File: config.mk
export PLATFORM = sky130hd
export DESIGN_NAME = mem_arbiter
export DESIGN_NICKNAME = d
export VERILOG_FILES = /design/src/rtl/mem_arbiter.sv
export SDC_FILE = /design/constraint.sdc
export NUM_CORES = 1
export LEC_CHECK = 0
export ABC_CLOCK_PERIOD_IN_PS = 2400
export CORE_MARGIN = 3
export CORE_UTILIZATION = 37
export CTS_CLUSTER_DIAMETER = 60
export CTS_CLUSTER_SIZE = 25
export DETAILED_ROUTE_END_ITERATION = 16
export PLACE_DENSITY = 0.72
export SLEW_MARGIN = 25
export SYNTH_ARGS = -nofsm -noshare
export SYNTH_HDL_FRONTEND = slang
export SYNTH_SLANG_ARGS = --single-unit
export TNS_END_PERCENT = 10
File: constraint.sdc
create_clock -name clk -period 2.4 [get_ports clk]
set_input_delay 0.36 -clock clk [delete_from_list [all_inputs] [get_ports clk]]
set_output_delay 0.36 -clock clk [all_outputs]
set_load 0.01 [all_outputs]
File: src/rtl/mem_arbiter.sv
// rtl/mem_arbiter.sv - two-port arbiter/sequencer for the register-file memory (optional MEM_ARB_ROUNDROBIN_EN)
module mem_arbiter #(
    parameter int DEPTH = 6,
    parameter int AW    = 3,
    parameter int DW    = 16
) (
    input  logic          clk,
    input  logic          rst,
    input  logic          p0_req,
    input  logic          p0_we,
    input  logic [AW-1:0] p0_addr,
    input  logic [DW-1:0] p0_wdata,
    output logic          p0_gnt,
    output logic          p0_rvalid,
    output logic [DW-1:0] p0_rdata,
    output logic          p0_err,
    input  logic          p1_req,
    input  logic          p1_we,
    input  logic [AW-1:0] p1_addr,
    input  logic [DW-1:0] p1_wdata,
    output logic          p1_gnt,
    output logic          p1_rvalid,
    output logic [DW-1:0] p1_rdata,
    output logic          p1_err,
    output logic          mem_cs,
    output logic          mem_we,
    output logic [AW-1:0] mem_addr,
    output logic [DW-1:0] mem_din,
    input  logic [DW-1:0] mem_dout
);

    typedef enum logic [1:0] {IDLE, ACCESS, RESP} state_t;

    localparam logic [AW:0] DEPTH_W = (AW+1)'(DEPTH);

    state_t        state, state_nx;
    logic          owner, owner_nx;
    logic          lat_we, lat_we_nx;
    logic          in_rng, in_rng_nx;
    logic [1:0]    gnt_q, gnt_nx;
    logic [1:0]    rvalid_q, rvalid_nx;
    logic [1:0]    err_q, err_nx;
    logic [DW-1:0] rdata0_nx, rdata1_nx;
    logic          cs_nx, we_nx;
    logic [AW-1:0] addr_nx;
    logic [DW-1:0] din_nx;
    logic [DW-1:0] resp_data;

    logic          win;
    logic          sel_we;
    logic [AW-1:0] sel_addr;
    logic [DW-1:0] sel_wdata;
    logic          sel_in_rng;

`ifdef MEM_ARB_ROUNDROBIN_EN
    logic rr_ptr, rr_ptr_nx;
`endif

    assign p0_gnt    = gnt_q[0];
    assign p1_gnt    = gnt_q[1];
    assign p0_rvalid = rvalid_q[0];
    assign p1_rvalid = rvalid_q[1];
    assign p0_err    = err_q[0];
    assign p1_err    = err_q[1];

    // Winner selection: a lone requester always wins; only ties consult the policy.
    always_comb begin
`ifdef MEM_ARB_ROUNDROBIN_EN
        if (p0_req && p1_req) win = rr_ptr;
        else                  win = p1_req;
`else
        win = ~p0_req;
`endif
        sel_we     = win ? p1_we    : p0_we;
        sel_addr   = win ? p1_addr  : p0_addr;
        sel_wdata  = win ? p1_wdata : p0_wdata;
        sel_in_rng = ({1'b0, sel_addr} < DEPTH_W);
    end

    always_comb begin
        state_nx  = state;
        owner_nx  = owner;
        lat_we_nx = lat_we;
        in_rng_nx = in_rng;
        gnt_nx    = 2'b00;
        rvalid_nx = 2'b00;
        err_nx    = 2'b00;
        rdata0_nx = p0_rdata;
        rdata1_nx = p1_rdata;
        cs_nx     = 1'b0;
        we_nx     = 1'b0;
        addr_nx   = mem_addr;
        din_nx    = mem_din;
        resp_data = in_rng ? mem_dout : '0;
`ifdef MEM_ARB_ROUNDROBIN_EN
        rr_ptr_nx = rr_ptr;
`endif
        case (state)
            IDLE: begin
                if (p0_req || p1_req) begin
                    owner_nx    = win;
                    lat_we_nx   = sel_we;
                    in_rng_nx   = sel_in_rng;
                    addr_nx     = sel_addr;
                    din_nx      = sel_wdata;
                    gnt_nx[win] = 1'b1;
                    cs_nx       = sel_in_rng;
                    we_nx       = sel_in_rng & sel_we;
                    state_nx    = ACCESS;
`ifdef MEM_ARB_ROUNDROBIN_EN
                    rr_ptr_nx   = ~win;
`endif
                end
            end
            ACCESS: begin
                state_nx = RESP;
                // Reads and rejected accesses both answer; good writes stay silent.
                if (!lat_we || !in_rng) begin
                    rvalid_nx[owner] = 1'b1;
                    err_nx[owner]    = ~in_rng;
                    if (owner) rdata1_nx = resp_data;
                    else       rdata0_nx = resp_data;
                end
            end
            RESP: begin
                state_nx = IDLE;
            end
            default: begin
                state_nx = IDLE;
            end
        endcase
    end

    always_ff @(posedge clk) begin
        if (rst) begin
            state    <= IDLE;
            owner    <= 1'b0;
            lat_we   <= 1'b0;
            in_rng   <= 1'b0;
            gnt_q    <= 2'b00;
            rvalid_q <= 2'b00;
            err_q    <= 2'b00;
            p0_rdata <= '0;
            p1_rdata <= '0;
            mem_cs   <= 1'b0;
            mem_we   <= 1'b0;
            mem_addr <= '0;
            mem_din  <= '0;
`ifdef MEM_ARB_ROUNDROBIN_EN
            rr_ptr   <= 1'b0;
`endif
        end else begin
            state    <= state_nx;
            owner    <= owner_nx;
            lat_we   <= lat_we_nx;
            in_rng   <= in_rng_nx;
            gnt_q    <= gnt_nx;
            rvalid_q <= rvalid_nx;
            err_q    <= err_nx;
            p0_rdata <= rdata0_nx;
            p1_rdata <= rdata1_nx;
            mem_cs   <= cs_nx;
            mem_we   <= we_nx;
            mem_addr <= addr_nx;
            mem_din  <= din_nx;
`ifdef MEM_ARB_ROUNDROBIN_EN
            rr_ptr   <= rr_ptr_nx;
`endif
        end
    end

endmodule

After elaboration in Yosys (flattened, before gate mapping)
Cells that the tools add are included.
- flip-flop bits (word level): 64
- word-level logic and storage cells: 51
- input bits: 60
- output and inout bits: 59
- reductions and logical operators: 12
- magnitude comparators: 5
- equal/unequal tests: 2
- multiplexer cells: 10
- bitwise gates (word level): 9
- operators with widths (operator ; count):
    two-way mux 16 bit ; 2
    inverter 1 bit ; 7
    AND reduction 3 bit ; 2
    OR reduction 3 bit ; 2
    less-than comparator 1 x 2 -> 1 bit (second input constant) ; 2
    case mux 2 bit (2 select lines) ; 1
    less-than comparator 3 bit (second input constant) ; 1
    two-way mux 1 bit ; 3
    two-way mux 3 bit ; 1
    AND 2 bit ; 1
    demux 1 bit (select 1 bit) ; 2
    == test 2 x 1 -> 1 bit (second input constant) ; 1
    greater-or-equal comparator 1 bit (second input constant) ; 2
    logical AND 1 bit ; 2
    logical NOT 1 bit ; 2
    logical NOT 2 bit ; 1
    logical OR 1 bit ; 2
    two-way mux 2 bit ; 1
    inequality test 2 bit (second input constant) ; 1
    AND reduction 2 bit ; 1
    AND 1 bit ; 1

Depth between registers and ports, before layout
Gate-level depths: netlist (run 1).
- depth after elaboration: 5
- mapped depth: 6
- depth with buffers taken out: 3

Worst setup path after synthesis (run 1)
OpenSTA, ideal clock, no wires.
- path kind: input to register
- start: in p0_req
- end: reg mem_din[10]
- stages on the path: 6
- required time: 2.254 ns
- setup slack: 1.021 ns
- path buffers: 3
- arrival: 1.233 ns
- library setup time: 0.146 ns
- path through: buf_6 > or2_1 > buf_2 > clkbuf_1 > a21oi_1 > a211oi_2
- longest elaborated chain between the ends: 2
- elaborated cells between the ends (all ways): 3
- classes of those cells: mux (1); reduce/logical (2)
- RTL lines (what ; line ; text):
    from (decl) ; 9 ; input logic p0_req,
    logical OR 1 bit ; 100 ; if (p0_req || p1_req) begin
    AND reduction 2 bit (no line) ; n/a ;
    to (signal assigned) ; 165 ; mem_din <= din_nx;
    to (decl) ; 28 ; output logic [DW-1:0] mem_din,
Parallel ways exist; a longest one is shown, timed or not.
A chain may end at the register's enable or synchronous reset.

Worst setup path in the final report (run 1)
- start: in p0_req
- end: reg owner
- longest elaborated chain between the ends: 2
- elaborated cells between the ends (all ways): 3
- classes of those cells: bitwise (1); reduce/logical (2)
- RTL lines (what ; line ; text):
    logical OR 1 bit ; 100 ;
    AND reduction 2 bit (no line) ; n/a ;
    to (signal assigned) ; 154 ; owner <= owner_nx;
    to (decl) ; 37 ; logic owner, owner_nx;
Parallel ways exist; a longest one is shown, timed or not.

==> summary.txt, run 1 <==
Outcome
  • Status: completed

Worst setup path
  • Flop2flop setup slack: slightly above 0.9 ns
  • CP startpoint kind: input pin
  • Max stage delay on crit path: 0.48 ns
  • Setup CP Type: input pin to flip-flop
  • Crit path buffers/inverters: 1
  • Worst EP arrival: 1.79 ns
  • Crit-path cells: clkdlybuf4s50_1 -> or2_1 -> and2_4 -> a211oi_1
  • Crit path max-delay family: simple AND/OR/NAND/NOR gates
  • Setup crit start: p0_req
  • Slowest-stage cell, CP: clkdlybuf4s50_1
  • R2r worst-path depth: 3
  • CP max FO: 22
  • Critical Path RT: approximately 2.6 ns
  • Critical path capture point type: flip-flop
  • Worst R2R Start: state[0]$_SDFFE_PP0P_
  • R2R Path End: owner$_SDFFE_PP0P_

Placed design
  • Final HPWL DP: just under 5000 um
  • Placed insts: 452
  • Placed instance area: ~4000 um^2
  • DP Worst Slack: around 0.46 ns
  • GPL Wtd Cong: 0.712
  • Port-buffer cells: 118

Floorplanning
  • Die Width: 92.0 um
  • # rows: 30
  • CORE AREA: between 6000 and 7000 um^2
  • I/O pin count: between 100 and 150
  • Initial Util: 39.2%
  • Die Ht: ~90 um
  • Total Die Area: roughly 8500 um^2

Flow run
  • MaxCap Viol Count: 0

Synthesis
  • Xor/xnor share of the synthesized area: 0%
  • Synth Area in Compound Gates: approximately 14%
  • Synth Cell Area: between 2000 and 3000 um^2
  • Syn nets: 314
  • Mapped Cells: 254
  • Mean area per synthesized cell: 10.8 um^2
  • YS warnings: 0
  • Adder-cell area share of the yosys netlist: 0%
  • Simple-Gate Fraction of Synth Area: 14.8%
  • Post-synthesis mux area share: a little under a fifth
  • Post-synth cell types: 21
  • Seq/Total Area, Yosys: 46.8%
  • Main combinational cell family by area after synthesis: multiplexers
  • Flop and latch count out of synthesis: 64

Power
  • Worst vdd ir: 0.000404 V
  • P_leak: 1.67 nW
  • Post-layout power: 2.42 mW
  • PwrDens: 585 nW/um^2

Final layout
  • Finished Layout Cells: roughly 470
  • Fin nets: about 430
  • Commonest non-fill, non-tap cells in the layout: 117 x clkdlybuf4s50_1, 64 x dfxtp_1, 52 x mux2i_1
  • Antenna diodes: 0
  • Share of cells above drive strength 1: approximately 11%
  • Final instance area: approximately 4100 um^2
  • Core Util, Final: 59.1%
  • Area grow syn2layout: 50.7%
  • Most common cell after layout, fill and taps aside: clkdlybuf4s50_1

Min path
  • Hold Crit Start: rst
  • WHS Endpoint: state[1]$_SDFFE_PP0P_
  • Hold Path Cell Cnt: 2
  • Hold Path Class: input pin to flip-flop

Route
  • Drt drc: 0
  • Drt via density: between 4 and 5
  • Pre-antenna DRT Iters: 4
  • Detailed-route via count: 2220
  • Detail Route Antenna Nets: 0
  • Total Routed Length: between 6000 and 7000 um
  • DR iter-0 viols: 47
  • WL/cell: 14.5 um

GRT
  • Largest net degree at the start of global routing: 36
  • First-pass GRT wire length: between 10000 and 15000 um
  • GRT Total Usage: 16.3%
  • Vias in the first global route: 2273
  • Grt ovf: 0
  • Initial antenna violation count: 0

Timing
  • FMAX: 626 MHz
  • Final hold violation count: 0
  • Fin Setup TNS: 0 ns
  • Slew Viols, Final: 0
  • Setup-failing EPs final: 0
  • Final Skew: 0.00748 ns
  • Part of the cycle the worst path needs: about two thirds
  • Worst setup margin: between 0.8 and 0.9 ns
  • Final min period: around 1.6 ns
  • Worst Tran Pin Value: 0.535 ns
  • Slew HR: 64.2%
  • RSZ-0062 raised after global routing: false
  • Hold slack: 0.472 ns

Clocking
  • Root Driver: clkbuf_8
  • Post-cts resize count: 0
  • CTS Buf Count: 9
  • CTS tree: done
  • Maximum clock path buffer count: 2
  • Setup bufs post-CTS: 0
  • Clk Latency, worst-skew pair: 0.33 ns
  • CTS Hold Buffers Added: 0
  • Sink Count: 64
  • Clk slew on worst S/H paths: 0.07 ns
  • H-tree depth: 3
-- logic make-up (layout without fill, tap and decap cells) --
family | count (synthesis) | in the layout
buf+inv | 27 | 144
compound gates | 46 | 46
flops | 64 | 64
simple gates | 65 | 65
mux | 52 | 52
-- Yosys cell counts --
cell type  instances  area, um^2
buf_2              5        25.0
or2_1              1        6.26
nor3_1             3        15.0
a211oi_2          19         238
buf_4              4        30.0
a211oi_1           2        15.0
nand2b_1          34         213
o22ai_1            1        6.26
clkbuf_1          12        45.0
nand2_1            1        3.75
dfxtp_1           64        1280
o21ai_0            1        5.00
a211o_1            2        17.5
buf_6              3        33.8
nand3b_1          17         128
a21oi_1           21         105
mux2i_1           52         521
nand3_1            1        5.00
inv_1              3        11.3
and2_4             1        8.76
nor2_1             7        26.3
-- power by group --
group	switching (mW)	internal [mW]	leakage (nW)
combinational	0.221	0.286	1.07
sequential	0.0348	1.12	0.523
clock	0.386	0.364	0.0789
-- worst max-delay path by stage --
stage / to / cells after the start
CTS: p1_rdata[4] / 1
floorplan: mem_din[10]$_SDFFE_PP0P_ / 6
detailed placement: owner$_SDFFE_PP0P_ / 4
finish: owner$_SDFFE_PP0P_ / 4
global route: owner$_SDFFE_PP0P_ / 3
global placement: owner$_SDFFE_PP0P_ / 4
-- routing by layer --
metal,track usage (%),share of wire [%]
met1,19.6,43
met5,0,0
met4,5.82,1.4
met3,5.91,6.2
met2,26.8,50
-- layout make-up --
cell class | instances | area, um^2
fill | 620 | 2850
multi-input combinational | 163 | 1310
sequential | 64 | 1280
timing repair buffer | 126 | 1250
clock buffer | 11 | 131
tap | 96 | 120
clock inverter | 4 | 22.5
inverter | 3 | 11.3
-- registers in the layout, indices dropped and copies added (netlist names), 2 cells and up --
signal / cells
mem_addr: 3
gnt_q: 2
err_q: 2
p1_rdata: 16
mem_din: 16
rvalid_q: 2
state: 2
p0_rdata: 16
(Power assumes the default switching activity.)
==> run 2, diff against run 1 <==
--- a/config.mk
+++ b/config.mk
@@ -5,13 +5,13 @@
 export SDC_FILE = /design/constraint.sdc
 export NUM_CORES = 1
 export LEC_CHECK = 0
-export ABC_CLOCK_PERIOD_IN_PS = 2400
+export ABC_CLOCK_PERIOD_IN_PS = 1300
 export CORE_MARGIN = 3
 export CORE_UTILIZATION = 37
 export CTS_CLUSTER_DIAMETER = 60
 export CTS_CLUSTER_SIZE = 25
 export DETAILED_ROUTE_END_ITERATION = 16
-export PLACE_DENSITY = 0.72
+export PLACE_DENSITY = 0.75
 export SLEW_MARGIN = 25
 export SYNTH_ARGS = -nofsm -noshare
 export SYNTH_HDL_FRONTEND = slang
==> constraint.sdc (replaced) <==
create_clock -name clk -period 1.3 [get_ports clk]
set_input_delay 0.195 -clock clk [delete_from_list [all_inputs] [get_ports clk]]
set_output_delay 0.195 -clock clk [all_outputs]
set_load 0.01 [all_outputs]
==> summary.txt, run 2 (synthesis results as in run 1) <==
Outcome
  • Status: completed

Timing
  • FMAX: 814 MHz
  • Setup-failing EPs final: 0
  • Slew HR: 76.2%
  • Part of the cycle the worst path needs: 94.5%
  • RSZ-0062 raised after global routing: false
  • Worst Tran Pin Value: 0.353 ns
  • Slew Viols, Final: 0
  • Final Skew: 0.00935 ns
  • Final min period: 1.23 ns
  • Final hold violation count: 0

Placed design
  • Placed instance area: 4060 um^2
  • Port-buffer cells: around 120
  • Final HPWL DP: 5000 um
  • Placed insts: 458
  • GPL Wtd Cong: approximately 0.73

Power
  • Logic gate share of total power: 18.6%
  • Worst vdd ir: 0.000549 V
  • Sequential share of power: 43.5%
  • Internal: 3.69 mW
  • Sw Share: 24.7%
  • Clock Power Share: between 30% and 40%
  • P_sw: 1.21 mW
  • PwrDens: 1170 nW/um^2
  • P_leak: 1.99 nW

Floorplanning
  • Initial Util: 39.2%
  • Die Ht: 92.0 um
  • Total Die Area: 8470 um^2
  • # rows: 30
  • CORE AREA: 6980 um^2
  • I/O pin count: 119
  • Die Width: 92.0 um

Clocking
  • Root Driver: clkbuf_8
  • CTS Buf Count: 9
  • Sink Count: 64
  • Maximum clock path buffer count: 2
  • CTS tree: done
  • Clk slew on worst S/H paths: 0.07 ns
  • Clk Latency, worst-skew pair: 0.33 ns
  • H-tree depth: 3

GRT
  • Initial antenna violation count: 0
  • Grt ovf: 0
  • Vias in the first global route: 2285
  • First-pass GRT wire length: approximately 11000 um
  • Largest net degree at the start of global routing: 36
  • GRT Total Usage: 16.3%

Worst setup path
  • Critical path capture point type: flip-flop
  • Worst EP arrival: about 1.4 ns
  • Setup CP Type: flip-flop to flip-flop
  • CP startpoint kind: flip-flop
  • Critical Path RT: between 1 and 1.5 ns
  • CP max FO: 22

Final layout
  • Fillers: around 620
  • Antenna diodes: 0
  • Finished Layout Cells: 474
  • Final instance area: 4200 um^2
  • Biggest regs: mem_din x16, p0_rdata x16, p1_rdata x16
  • Area grow syn2layout: 53.5%
  • Most common cell after layout, fill and taps aside: dfxtp_1
  • Share of cells above drive strength 1: between 10% and 20%
  • Commonest non-fill, non-tap cells in the layout: 64 x dfxtp_1, 59 x dlygate4sd2_1, 58 x clkdlybuf4s50_1
  • Fin nets: ~430

Flow run
  • MaxCap Viol Count: 0

Route
  • DR iter-0 viols: 59
  • Detail Route Antenna Nets: 0
  • Total Routed Length: between 6000 and 7000 um
  • Pre-antenna DRT Iters: 4
  • WL/cell: 14.2 um
  • Drt drc: 0
  • Drt via density: 4.77
  • Detailed-route via count: 2262

Min path
  • Hold Path Class: input pin to flip-flop
==> run 2: changes by cell type in the layout (fill, tap and decap cells not counted) <==
cell	previous run	this run
clkdlybuf4s50_1	117	58
dlygate4sd2_1	0	59
buf_12	1	4
buf_4	7	10
bufinv_16	0	2
clkinv_2	3	1
clkbuf_1	2	1
clkbuf_8	9	10
clkinvlp_4	1	2
==> run 2: final cells by class <==
type / instances / area [um^2] / area share (%)
clock inverter: 5 / 80.1 / 1.90
clock buffer: 11 / 141 / 3.36
multi-input combinational: 163 / 1310 / 31.2
inverter: 3 / 11.3 / 0.268
tap: 96 / 120 / 2.86
sequential: 64 / 1280 / 30.5
timing repair buffer: 132 / 1260 / 29.9
==> run 2: metrics by stage <==
step | setup WS (ns) | total power, mW | hold WS [ns] | utilization [%] | setup TNS (ns)
2_1_floorplan | 0.0566 | 2.68 | 0.382 | - | 0
3_3_place_gp | -0.228 | 3.15 | 0.459 | 58.1 | -4.93
3_5_place_dp | -0.273 | 3.17 | 0.464 | 58.1 | -5.35
4_1_cts | 0.0729 | 4.98 | 0.338 | 60.2 | 0
5_1_grt | 0.000321 | 5.14 | 0.365 | 60.2 | 0
6_report | 0.0713 | 4.90 | 0.341 | 60.2 | 0
==> run 2: per-layer routing <==
layer	vias up	part of all wire [%]	global-route usage [%]
met5	-	0	0
met4	0	1.1	5.94
met3	5	6.4	4.35
met2	70	50	27.5
met1	1055	43	19.9
li1	1132	-	-
==> run 2: what timing repair did <==
action,CTS,global route
pin swaps,0,1
setup buffers,0,0
setup endpoints to repair,59,1
hold buffers,0,0
gates cloned,0,0
gates resized for setup,59,0
==> run 2: path summary, 6_finish.rpt <==
path / start / end / slack (ns) / cells past startpoint
max: state[0]$_SDFFE_PP0P_ / mem_din[15]$_SDFFE_PP0P_ / 0.07 / 3
min: rst / p0_rdata[4]$_SDFFE_PP0P_ / 0.34 / 3
max reg2reg: state[0]$_SDFFE_PP0P_ / mem_din[15]$_SDFFE_PP0P_ / 0.07 / 3
min reg2reg: p1_rdata[9]$_SDFFE_PP0P_ / p1_rdata[9]$_SDFFE_PP0P_ / 0.47 / 2
==> run 2: power by group through the flow <==
stage / registers, mW / clock network (mW) / logic [mW]
after floorplan: 2.22 / 0 / 0.459
after global placement: 2.18 / 0 / 0.973
after detailed placement: 2.18 / 0 / 0.990
after CTS: 2.13 / 1.92 / 0.926
after global routing: 2.14 / 2.02 / 0.985
final: 2.13 / 1.86 / 0.909
==> run 2: critical path, cell delays in order, from the launching register on <==
cell and delay (ns):
dfxtp_1 0.32, nor2_1 0.23, and2_4 0.42, a211oi_2 0.12
==> run 3, diff against run 2 <==
--- a/config.mk
+++ b/config.mk
@@ -5,8 +5,6 @@
 export SDC_FILE = /design/constraint.sdc
 export NUM_CORES = 1
 export LEC_CHECK = 0
-export ABC_CLOCK_PERIOD_IN_PS = 1300
-export CORE_MARGIN = 3
 export CORE_UTILIZATION = 37
 export CTS_CLUSTER_DIAMETER = 60
 export CTS_CLUSTER_SIZE = 25
==> summary.txt, run 3 (synthesis results as in run 1) <==
Outcome
  • Status: completed

Worst setup path
  • Max stage delay on crit path: 0.43 ns
  • Crit-path cells: clkdlybuf4s50_1 -> or2_1 -> and2_4 -> a211oi_1
  • Slowest-stage cell, CP: clkdlybuf4s50_1
  • Setup CP Type: input pin to flip-flop
  • Critical path capture point type: flip-flop
  • Crit path buffers/inverters: 1
  • Worst EP arrival: 1.48 ns
  • CP startpoint kind: input pin
  • CP max FO: 22
  • Critical Path RT: 1.54 ns
  • Crit path max-delay family: simple AND/OR/NAND/NOR gates

Route
  • Total Routed Length: 6470 um
  • Detailed-route via count: 2283
  • DR iter-0 viols: between 70 and 80
  • WL/cell: approximately 14 um
  • Drt via density: 4.85
  • Pre-antenna DRT Iters: 4
  • Drt drc: 0
  • Detail Route Antenna Nets: 0

Clocking
  • Sink Count: 64
  • Clk slew on worst S/H paths: approximately 0.070 ns
  • CTS tree: done
  • CTS Hold Buffers Added: 0
  • H-tree depth: 3
  • Root Driver: clkbuf_8
  • Setup bufs post-CTS: 0
  • Clk Latency, worst-skew pair: 0.33 ns
  • CTS Buf Count: 9
  • Maximum clock path buffer count: 2

Final layout
  • Share of cells above drive strength 1: 12.5%
  • Commonest non-fill, non-tap cells in the layout: 64 x dfxtp_1, 59 x dlygate4sd2_1, 58 x clkdlybuf4s50_1
  • Register area: 1280 um^2
  • Fin nets: around 430
  • Area grow syn2layout: 52.9%
  • Finished Layout Cells: approximately 470
  • Core Util, Final: about 60%
  • Fillers: roughly 650
  • Area occupied by multi-input gates: ~1300 um^2
  • Most common cell after layout, fill and taps aside: dfxtp_1
  • Biggest regs: mem_din x16, p0_rdata x16, p1_rdata x16
  • Antenna diodes: 0

GRT
  • First-pass GRT wire length: 10000 um
  • Grt ovf: 0
  • Vias in the first global route: 2215
  • Initial antenna violation count: 0
  • GRT Total Usage: between 15 and 20%
  • Largest net degree at the start of global routing: 43

Timing
  • Part of the cycle the worst path needs: 94.9%
  • FMAX: about 810 MHz
  • Slew Viols, Final: 0
  • RSZ-0062 raised after global routing: false
  • Hold slack: 0.288 ns
  • Final min period: ~1.2 ns
  • Final Skew: 0.00499 ns
  • Final hold violation count: 0
  • Setup-failing EPs final: 0
  • Slew HR: between 70% and 80%
  • Worst setup margin: between 0.06 and 0.07 ns
  • Worst Tran Pin Value: 0.358 ns

Floorplanning
  • # rows: 30
  • Die Ht: ~90 um
  • I/O pin count: 119
  • Total Die Area: ~7800 um^2
  • Die Width: 88.0 um
  • Initial Util: between 30% and 40%
  • CORE AREA: 6980 um^2

Placed design
  • GPL Wtd Cong: about 0.7
  • Placed insts: 456
  • Port-buffer cells: around 120
  • Final HPWL DP: 4620 um
  • DP Worst Slack: -0.274 ns

Power
  • Worst vdd ir: ~0.00058 V
  • P_leak: 1.99 nW
  • PwrDens: 1150 nW/um^2
  • Post-layout power: 4.80 mW

Min path
  • Hold Path Class: input pin to flip-flop

Flow run
  • MaxCap Viol Count: 0
## run 3: where the power goes
group / switching [mW] / internal (mW) / total [mW] / leakage [nW]
logic: 0.421 / 0.496 / 0.917 / 1.36
clock network: 0.723 / 1.03 / 1.76 / 0.102
registers: 0.0537 / 2.08 / 2.13 / 0.523
## run 3: worst reg2reg max path: stages (launching register included)
cell and delay, ns:
dfxtp_1 0.31, nor2_1 0.09, buf_4 0.17, and2_4 0.37, a211oi_1 0.12
## run 3: final timing paths
path | startpoint | to | slack (ns) | cells past startpoint
setup reg to reg | state[0]$_SDFFE_PP0P_ | mem_din[0]$_SDFFE_PP0P_ | 0.10 | 4
hold / removal | rst | p1_rdata[13]$_SDFFE_PP0P_ | 0.29 | 3
hold reg to reg | p1_rdata[9]$_SDFFE_PP0P_ | p1_rdata[9]$_SDFFE_PP0P_ | 0.47 | 2
setup / recovery | p0_req | owner$_SDFFE_PP0P_ | 0.07 | 4
## run 3: per-layer routing
| layer | wire length [um] | vias up | global-route usage (%) |
|---|---|---|---|
| li1 | - | 1131 | - |
| met3 | 322 | 2 | 5.94 |
| met4 | 31 | 0 | 4.84 |
| met2 | 3250 | 64 | 29.6 |
| met5 | 0 | - | 0 |
| met1 | 2860 | 1086 | 19.8 |
## run 3: layout make-up
class                   count  share of cell area (%)
multi-input cells         163                    31.4
flip-flops and latches     64                    30.6
repair buffers            130                    30.0
clock buffers              13                    4.03
well taps                  96                    2.87
clock inverters             2                   0.897
inverters                   3                   0.269
## run 3: per-stage QoR
| stage | TNS (ns) | cell area (um^2) |
|---|---|---|
| detailed placement | -6.33 | 4050 |
| global placement | -5.57 | 4050 |
| finish | 0 | 4190 |
| global route | 0 | 4190 |
| floorplan | 0 | 2740 |
| CTS | 0 | 4190 |
## run 3: timing repair
item | 4_1_cts | 5_1_grt
endpoints found under the hold margin | 0 | 0
endpoints found under the setup margin | 59 | 0
gates resized for setup | 59 | 0
